**config.mk**
```make
export PLATFORM = sky130hd
export DESIGN_NAME = serial_tx_arbiter
export DESIGN_NICKNAME = d
export VERILOG_FILES = /design/src/rtl/serial_pkg.sv /design/src/rtl/serial_tx_arbiter_rr_picker.sv /design/src/rtl/serial_tx_arbiter.sv
export SDC_FILE = /design/constraint.sdc
export NUM_CORES = 1
export LEC_CHECK = 0
export CORE_AREA = 2 2 92 50
export DETAILED_ROUTE_END_ITERATION = 8
export DIE_AREA = 0 0 94 52
export GPL_ROUTABILITY_DRIVEN = 0
export GPL_TIMING_DRIVEN = 0
export PLACE_DENSITY_LB_ADDON = 0.25
export SYNTH_ARGS = -nofsm -noshare
export SYNTH_HDL_FRONTEND = slang
export SYNTH_SLANG_ARGS = --single-unit
```
**constraint.sdc**
```tcl
create_clock -name clk -period 2.44 [get_ports clk]
set_clock_uncertainty 0.1 [all_clocks]
set_input_delay 0.244 -clock clk [delete_from_list [all_inputs] [get_ports clk]]
set_output_delay 0.244 -clock clk [all_outputs]
set_load 0.01 [all_outputs]
```
**src/rtl/serial_pkg.sv**
```systemverilog
// Shared definitions for the serial channel mux/demux: FSM encoding, header
// byte layout and the round-robin search used on both ends of the link.
package serial_pkg;

    typedef enum logic [1:0] {
        ST_IDLE = 2'd0,
        ST_HDR  = 2'd1,
        ST_DATA = 2'd2,
        ST_HOLD = 2'd3
    } state_e;

    localparam logic [3:0] HDR_TAG_DEF = 4'hA;
    localparam int         MAX_N       = 16;

    function automatic logic [7:0] hdr_byte(input logic [3:0] tag, input logic [3:0] id);
        return {tag, id};
    endfunction

    // First set bit of mask scanning last+1 .. last+n (mod n); returns last if none.
    function automatic logic [3:0] rr_next(input logic [MAX_N-1:0] mask,
                                           input logic [3:0]       last,
                                           input int               n);
        logic [3:0] idx;
        logic       found;
        int         cand;
        idx   = last;
        found = 1'b0;
        for (int k = 1; k <= MAX_N; k++) begin
            cand = (int'(last) + k) % n;
            if (k <= n && !found && mask[cand[3:0]]) begin
                idx   = cand[3:0];
                found = 1'b1;
            end
        end
        return idx;
    endfunction

endpackage

```
**src/rtl/serial_tx_arbiter_rr_picker.sv**
```systemverilog
// Combinational round-robin picker: lowest-priority index is last_i, search
// starts at last_i+1 and wraps.
module rr_picker
    import serial_pkg::*;
#(
    parameter int N = 4
) (
    input  logic [N-1:0] req_i,
    input  logic [3:0]   last_i,
    output logic [3:0]   idx_o,
    output logic         found_o
);

    logic [MAX_N-1:0] mask;

    always_comb begin
        mask         = '0;
        mask[N-1:0]  = req_i;
        idx_o        = rr_next(mask, last_i, N);
        found_o      = |req_i;
    end

endmodule

```
**src/rtl/serial_tx_arbiter.sv**
```systemverilog
// Packet-granular round-robin mux of N byte streams onto one SerialTransmitter,
// optional channel header per packet, 1 byte per 2 cycles peak, stall timeout abort.
module serial_tx_arbiter
    import serial_pkg::*;
#(
    parameter int         N         = 4,
    parameter logic [3:0] HDR_TAG   = HDR_TAG_DEF,
    parameter int         HEADER_EN = 1,
    parameter int         TIMEOUT   = 1024
) (
    input  logic           clk,
    input  logic           rst,
    input  logic [8*N-1:0] req_data,
    input  logic [N-1:0]   req_valid,
    input  logic [N-1:0]   req_last,
    output logic [N-1:0]   req_ready,
    output logic [7:0]     tx_data,
    output logic           tx_write,
    input  logic           tx_ready,
    output logic [3:0]     grant_id,
    output logic           busy,
    output logic           abort
);

    localparam int TW = $clog2(TIMEOUT + 1);

    state_e        state_q, state_d;
    state_e        ret_q, ret_d;
    logic [3:0]    gid_q, gid_d;
    logic [3:0]    last_q, last_d;
    logic [7:0]    dat_q, dat_d;
    logic          wr_q, wr_d;
    logic          abort_q, abort_d;
    logic [TW-1:0] tmo_q, tmo_d;

    logic [3:0]    pick;
    logic          pick_vld;
    logic [N-1:0]  gmask;
    logic [7:0]    g_data;
    logic          g_valid;
    logic          g_last;
    logic          hs;

    rr_picker #(.N(N)) u_rr_picker (
        .req_i   (req_valid),
        .last_i  (last_q),
        .idx_o   (pick),
        .found_o (pick_vld)
    );

    always_comb begin
        gmask   = {{(N-1){1'b0}}, 1'b1} << gid_q;
        g_valid = |(req_valid & gmask);
        g_last  = |(req_last & gmask);
        g_data  = '0;
        for (int i = 0; i < N; i++) begin
            if (gid_q == 4'(i)) g_data = req_data[8*i +: 8];
        end
        req_ready = (state_q == ST_DATA && tx_ready) ? gmask : '0;
        hs        = (state_q == ST_DATA) && tx_ready && g_valid;
    end

    always_comb begin
        state_d = state_q;
        ret_d   = ret_q;
        gid_d   = gid_q;
        last_d  = last_q;
        dat_d   = dat_q;
        wr_d    = 1'b0;
        abort_d = 1'b0;
        tmo_d   = '0;
        case (state_q)
            ST_IDLE: begin
                if (pick_vld) begin
                    gid_d   = pick;
                    last_d  = pick;
                    state_d = (HEADER_EN != 0) ? ST_HDR : ST_DATA;
                end
            end
            ST_HDR: begin
                if (tx_ready) begin
                    dat_d   = hdr_byte(HDR_TAG, gid_q);
                    wr_d    = 1'b1;
                    ret_d   = ST_DATA;
                    state_d = ST_HOLD;
                end
            end
            ST_DATA: begin
                if (hs) begin
                    dat_d   = g_data;
                    wr_d    = 1'b1;
                    ret_d   = g_last ? ST_IDLE : ST_DATA;
                    state_d = ST_HOLD;
                end else if (tmo_q == TW'(TIMEOUT - 1)) begin
                    // last_grant keeps the aborted id so it drops to lowest priority
                    abort_d = 1'b1;
                    state_d = ST_IDLE;
                end else begin
                    tmo_d = tmo_q + TW'(1);
                end
            end
            ST_HOLD: begin
                state_d = ret_q;
            end
            default: begin
                state_d = ST_IDLE;
            end
        endcase
    end

    always_ff @(posedge clk or posedge rst) begin
        if (rst) begin
            state_q <= ST_IDLE;
            ret_q   <= ST_IDLE;
            gid_q   <= '0;
            last_q  <= 4'(N - 1);
            dat_q   <= '0;
            wr_q    <= 1'b0;
            abort_q <= 1'b0;
            tmo_q   <= '0;
        end else begin
            state_q <= state_d;
            ret_q   <= ret_d;
            gid_q   <= gid_d;
            last_q  <= last_d;
            dat_q   <= dat_d;
            wr_q    <= wr_d;
            abort_q <= abort_d;
            tmo_q   <= tmo_d;
        end
    end

    assign tx_data  = dat_q;
    assign tx_write = wr_q;
    assign grant_id = gid_q;
    assign busy     = (state_q != ST_IDLE);
    assign abort    = abort_q;

endmodule

```
==> results.json <==
{
  "worst_path_largest_cell_delay_ns": 0.58,
  "power-per-cell-area_mw_per_mm2": 974,
  "initial_utilization_pct": 43.8,
  "cp.arrival_ns": 1.98,
  "synth_top_cells_by_count": "sky130_fd_sc_hd__dfrtp_1, sky130_fd_sc_hd__nand2_1, sky130_fd_sc_hd__nor2_1",
  "crit-reg2reg-capture": "tx_data[3]$_DFFE_PP0P_",
  "hold_path_depth": 2,
  "ratio_of_cells_with_drive_above_1_in_the_final_layout_pct": 13.0,
  "clock_slew_at_reported_path_ffs_ns": 0.09,
  "sinks_on_the_clock_net": 28,
  "period_needed_ns": 2.33,
  "hold_path_class": "flip-flop to flip-flop",
  "ff2ff_setup_slack_ns": 0.44,
  "drv_slew": 0,
  "dr_total_vias": 1589,
  "drt-initial-drc-count": 73,
  "yosys.cell_types.count": 49,
  "finalWirelength_um": 4500,
  "yosysTopAreaCellShare_pct": 35.8,
  "netlist_area_sq_mm": 0.00182,
  "hold_end": "tx_data[5]$_DFFE_PP0P_",
  "worst_path_required_time_ns": 2.10,
  "route.detailed.drc": 0,
  "synth_seq_cells": 28,
  "rsz_0062_raised_after_global_routing": "false",
  "avgRoutedWirePerCell_um": 14.8,
  "fin_setup_tns_ns": 0,
  "antenna_found_initial": 0,
  "clock_latency_of_the_later_clocked_register_in_the_worst_skew_pair_ns": 0.28,
  "worstMarginPinSlew_ns": 1.06,
  "layout.cell_area.non_filler_sq_mm": 0.00255,
  "avgViaCountPerCell": 5.24,
  "critical_path.startpoint_type": "flip-flop",
  "fraction_of_registers_with_async_set_or_reset_after_synthesis_pct": 100,
  "multi_input_comb_area_sq_mm": 0.00103,
  "report.final.hold_viol_count": 0,
  "layout.filler_cells": 360,
  "cts_max_path_buffers": 2,
  "ys_top_cells_by_area": "sky130_fd_sc_hd__dfrtp_1, sky130_fd_sc_hd__mux4_2, sky130_fd_sc_hd__nand2_1",
  "tritoncts_buffer_count": 3,
  "rows": 17,
  "layout.area.seq_sq_um": 704,
  "root_buffer": "sky130_fd_sc_hd__clkbuf_8",
  "setup-violations-final": 0,
  "coreArea_sq_mm": 0.00415,
  "place_area_sq_mm": 0.00248,
  "post-route-period-util_pct": 95.4,
  "worstSetupEndpointType": "output port",
  "timing.hold.worst.start": "tx_data[5]$_DFFE_PP0P_",
  "boundaryPins": 62,
  "floorplan.die.height_um": 52,
  "synth.yosys.warnings": 0,
  "final_critical_path_setup_slack_ns": 0.113,
  "numPortBuffers": 59,
  "cell_with_the_most_instances_after_synthesis": "sky130_fd_sc_hd__dfrtp_1",
  "edff_count_synth": 0,
  "dpl_worst_slack_ns": 0.0464,
  "yosys_most_used_dff": "sky130_fd_sc_hd__dfrtp_1",
  "nNetsFinal": 295,
  "chipWidth_um": 94,
  "relSlewSlack_pct": 29.3,
  "gr-usage-all-layers_pct": 19.2,
  "globalRouteOverflowTotal": 0,
  "worstPathMaxFanout": 10,
  "grt_max_degree": 29,
  "ctsHoldBuffers": 0,
  "worst-setup-path-type": "flip-flop to output port",
  "cap_violations": 0,
  "worst_r2r_src": "grant_id[1]$_DFFE_PP0P_",
  "yosysTopAreaCell": "sky130_fd_sc_hd__dfrtp_1",
  "synthesis.area_per_instance_sq_um": 9.93,
  "firstDrtPassIters": 4,
  "crit_slowest_cell": "sky130_fd_sc_hd__clkdlybuf4s50_1",
  "clock_tree_from_tritoncts": "built",
  "synth_cells": 183,
  "r2r_cells": 7,
  "syn_to_final_growth_pct": 40.2,
  "max-vdd-ir-drop_uv": 554,
  "maximum_level_of_the_cts_h_tree": 1,
  "timing.critical_path.cells": "clkbuf_4, buf_4, inv_1, nor3_1, clkdlybuf4s50_1",
  "synth_sequential_area_ratio_pct": 38.7,
  "route.antenna.remaining_nets": 0,
  "grt_first_pass_wirelength_um": 7250,
  "run_status": "finished, final reports clean",
  "insertedDiodeCount": 0,
  "fmax_mhz": 430,
  "die_area_sq_mm": 0.00489,
  "dp.final_hpwl_um": 3600,
  "first_global_vias": 1452,
  "p_leak_nw": 1.09
}
through the flow:
stage | cells | total power [mW] | utilization (%) | hold slack, ns
floorplan | 184 | 1.73 | - | 0.208
global placement | 300 | 2.19 | 59.8 | 0.361
detailed placement | 300 | 2.22 | 59.8 | 0.371
CTS | 303 | 2.49 | 61.1 | 0.392
global route | 303 | 2.69 | 61.4 | 0.419
finish | 303 | 2.48 | 61.4 | 0.390
cells in the final DEF (no fill, tap or decap), types with 2 or more instances in the layout:
cell	instances
sky130_fd_sc_hd__conb_1	2
sky130_fd_sc_hd__a21oi_1	6
sky130_fd_sc_hd__buf_6	2
sky130_fd_sc_hd__mux2i_1	2
sky130_fd_sc_hd__clkbuf_8	4
sky130_fd_sc_hd__mux4_2	8
sky130_fd_sc_hd__clkdlybuf4s50_1	57
sky130_fd_sc_hd__a221oi_2	2
sky130_fd_sc_hd__nand4_1	2
sky130_fd_sc_hd__a311oi_1	2
sky130_fd_sc_hd__nand2_1	22
sky130_fd_sc_hd__nor2_1	21
sky130_fd_sc_hd__nand2b_1	3
sky130_fd_sc_hd__nand3_1	4
sky130_fd_sc_hd__ha_1	4
sky130_fd_sc_hd__xnor2_1	2
sky130_fd_sc_hd__mux2_4	2
sky130_fd_sc_hd__o21ai_0	10
sky130_fd_sc_hd__xor2_1	7
sky130_fd_sc_hd__and3_1	3
sky130_fd_sc_hd__o21a_1	2
sky130_fd_sc_hd__dfstp_2	2
sky130_fd_sc_hd__nor3b_1	2
sky130_fd_sc_hd__o21ai_1	2
sky130_fd_sc_hd__nor2b_1	5
sky130_fd_sc_hd__inv_1	8
sky130_fd_sc_hd__buf_4	3
sky130_fd_sc_hd__dfrtp_1	25
sky130_fd_sc_hd__nor3_1	3
sky130_fd_sc_hd__dlymetal6s2s_1	2
sky130_fd_sc_hd__a21o_1	3
area by class of cell:
class,instances,area share (%)
multi-input combinational,139,40.4
tap,57,2.80
sequential,28,27.7
timing repair buffer,59,23.4
buffer,8,2.80
inverter,8,1.18
clock buffer,4,1.77
layer usage:
metal	global-route usage [%]	routed length, um	up-vias
li1	-	-	775
met1	30.8	2410	768
met2	26.5	1860	43
met3	4.06	214	3
met4	2.90	11	0
met5	0	0	-
report_power, final:
| part | switching [mW] | internal (mW) | leakage (nW) |
|---|---|---|---|
| registers | 0.107 | 0.610 | 0.361 |
| clock network | 0.141 | 0.117 | 0.0228 |
| logic | 0.764 | 0.742 | 0.710 |
worst max-delay path by stage:
stage,from,endpoint,slack [ns],cells after the start
after global placement,state_q[0]$_DFFE_PP0P_,req_ready[3],0.09,6
after detailed placement,state_q[0]$_DFFE_PP0P_,req_ready[3],0.05,6
after floorplan,grant_id[1]$_DFFE_PP0P_,tx_data[5]$_DFFE_PP0P_,0.65,6
after global routing,grant_id[0]$_DFFE_PP0P_,req_ready[1],0.009,5
after CTS,grant_id[0]$_DFFE_PP0P_,req_ready[1],0.03,5
final,grant_id[0]$_DFFE_PP0P_,req_ready[1],0.11,5
flip-flops by register name (all words and copies together), names as in the netlist:
register,cells
grant_id,2
abort,1
tx_write,1
last_q,2
tx_data,8
state_q,2
tmo_q,11
ret_q,1
logic make-up after synthesis:
logic type | count (synthesis) | synth area share (%)
compound gates | 37 | 15.7
xor+xnor | 9 | 4.34
fa+ha+maj | 5 | 3.44
buf+inv | 17 | 4.96
flops | 28 | 38.7
mux | 13 | 13.3
other cells | 1 | 0.206
simple gates | 73 | 19.4
critical path, delay by kind of cell (launching register included):
family / cells / cell delay [ns]
buf+inv: 4 / 1.13
flops: 1 / 0.37
simple gates: 1 / 0.21
what timing repair did:
item / 4_1_cts / 5_1_grt
resized for setup: 4 / 5
buffers inserted: 0 / 0
setup endpoints to repair: 3 / 3
Power figures use the tool's default switching activity.
==> patch: new RTL, same flow settings <==
The parameter `HEADER_EN` goes from 1 to 0.
--- a/src/rtl/serial_tx_arbiter.sv
+++ b/src/rtl/serial_tx_arbiter.sv
@@ -5,7 +5,7 @@
 #(
     parameter int         N         = 4,
     parameter logic [3:0] HDR_TAG   = HDR_TAG_DEF,
-    parameter int         HEADER_EN = 1,
+    parameter int         HEADER_EN = 0,
     parameter int         TIMEOUT   = 1024
 ) (
     input  logic           clk,
Behaviour: not the same (Yosys sat finds a counterexample within 4 cycles, from zero or initial values and one cycle with rst high).
==> patch against the original RTL <==
Combinational power fell by 3%. Count of clock-buffer cells in the layout is the same. Setup slack improved by 0.044 ns. Synthesized area decreased by 1.2%. Cell count down 0.99%. Sequential cell count unchanged. Routed wire length fell by 4.0%. Synthesized cell count decreased by 1.6%. Cell area down 1.9%. Power decreased by 1.9%. Largest cell class unchanged. Largest power group unchanged.
==> patch: results (changes against the original RTL) <==
{| class="wikitable"
! Metric !! Value
|-
| FF-to-FF path depth || 6 (-1)
|-
| Vias per cell || 5.23 (-0.33%)
|-
| Cell depth of the worst hold path || 1 (-1)
|-
| GR met1 Demand/Resource || 27.3% (-3.5 points)
|-
| Post-DP HPWL || 3310 um (-7.9%)
|-
| Highest layer used for signal routing || met4
|-
| Wire length of the first global-routing pass || 7210 um (-0.57%)
|-
| Avg WL per Cell || 14.4 um (-3.0%)
|-
| Number of instances in the placed design || 297 (-1.0%)
|-
| Placed inst area || 2460 um^2 (-0.91%)
|-
| Data arrival time at the worst-slack endpoint || 1.94 ns (-0.04 ns)
|-
| Multi-input gate count || 135 (-2.9%)
|-
| DR WL met3 || 501 um (+130%)
|-
| DR WL met2 || 1690 um (-9.5%)
|-
| GRT met2 Usage || 29.4% (+2.9 points)
|-
| HP Class || flop to flop
|-
| Worst-path fanout max || 5 (-5)
|-
| Length of routed wiring on met1 || 2110 um (-12%)
|-
| Number of filler cells placed in the layout || 362 (+0.56%)
|-
| Combined area of the multi-input logic cells || 990 um^2 (-3.9%)
|-
| Clock distribution area overhead in the final layout || 1.80% (+0.034 points)
|-
| Net total in the final layout || 292 (-1.0%)
|-
| Count of cell types in the netlist || 48 (-2.0%)
|-
| Status || finished, final reports clean
|-
| Power per cell area || 974 nW/um^2 (about the same)
|-
| Dominant cells by area after synthesis || dfrtp_1 (36%), mux4_2 (10%), nand2_1 (4.6%)
|-
| Sequential fraction of the synthesis area || 39.2% (+0.49 points)
|-
| Mean area per synthesized cell || 9.97 um^2 (+0.41%)
|-
| Iter 0 DRT Violations || 62 (-15%)
|-
| Postcts setup bufs || 0 (unchanged)
|-
| Start point of the worst min-delay path || tmo_q[10]
|-
| Critical register-to-register path startpoint || state_q[0]
|-
| Area of all sequential standard cells || 703 um^2 (-0.18%)
|-
| Number of iterations in the first detailed-routing pass || 4 (unchanged)
|-
| Transition at the pin with the smallest max-transition slack || 1.05 ns (-0.0119 ns)
|-
| CTS resizes || 0 (-4)
|-
| Routed wire length || 4320 um (-4.0%)
|-
| IR drop worst, VDD || 0.457 mV (-18%)
|-
| Met3 capacity usage during global routing || 6.38% (+2.3 points)
|-
| Commonest cells post-synth || dfrtp_1 (26), nand2_1 (22), nor2_1 (14)
|-
| Worst slack after detailed placement || 0.281 ns (+0.235 ns)
|-
| Share of final-layout standard cells stronger than drive strength 1 || 10.7% (-2.3 points)
|-
| Seq/total area || 28.1% (+0.48 points)
|-
| Proportion of power drawn by flip-flops and latches || 29.0% (about the same)
|-
| Proportion of final cell area spent on non-clock buffers || 26.4% (+0.25 points)
|-
| Net switching power of the design || 966 uW (-4.6%)
|-
| Lkg Pwr || 1.07 nW (-2.2%)
|-
| Number of buffers outside the clock class in the layout || 68 (+1.5%)
|}
## patch: changes by cell type after synthesis, sizes merged, moves of 2 or more
cell	unedited run	this run
nand2b	3	6
o21a	2	4
nor2	21	14
a221oi	3	0
buf	7	9
mux2i	2	4
## patch: logic make-up after synthesis
kind of cell               share of synthesized area, %
muxes                                              13.5
buffers and inverters                              5.86
xor gates and xnor gates                           4.39
adders and majority gates                          3.49
DFF                                                39.2
other                                             0.209
AOI/OAI and AO/OA                                  14.1
and+or+nand+nor                                    19.2
## patch: worst max-delay path: cells and delay by family (launching register included)
kind          cells  cell delay (ns)
buf+inv           2             0.69
flops             1             0.42
simple gates      2             0.29
fa+ha+maj         1             0.27
## patch: final timing paths
| check | slack (ns) | endpoint |
|---|---|---|
| setup / recovery | 0.16 | req_ready[2] |
| hold / removal | 0.38 | tmo_q[10] |
| setup reg to reg | 0.54 | tx_data[0] |
| hold reg to reg | 0.38 | tmo_q[10] |
| max in group asynchronous | 1.18 | tmo_q[5] |
| min in group asynchronous | 0.42 | tx_data[2] |
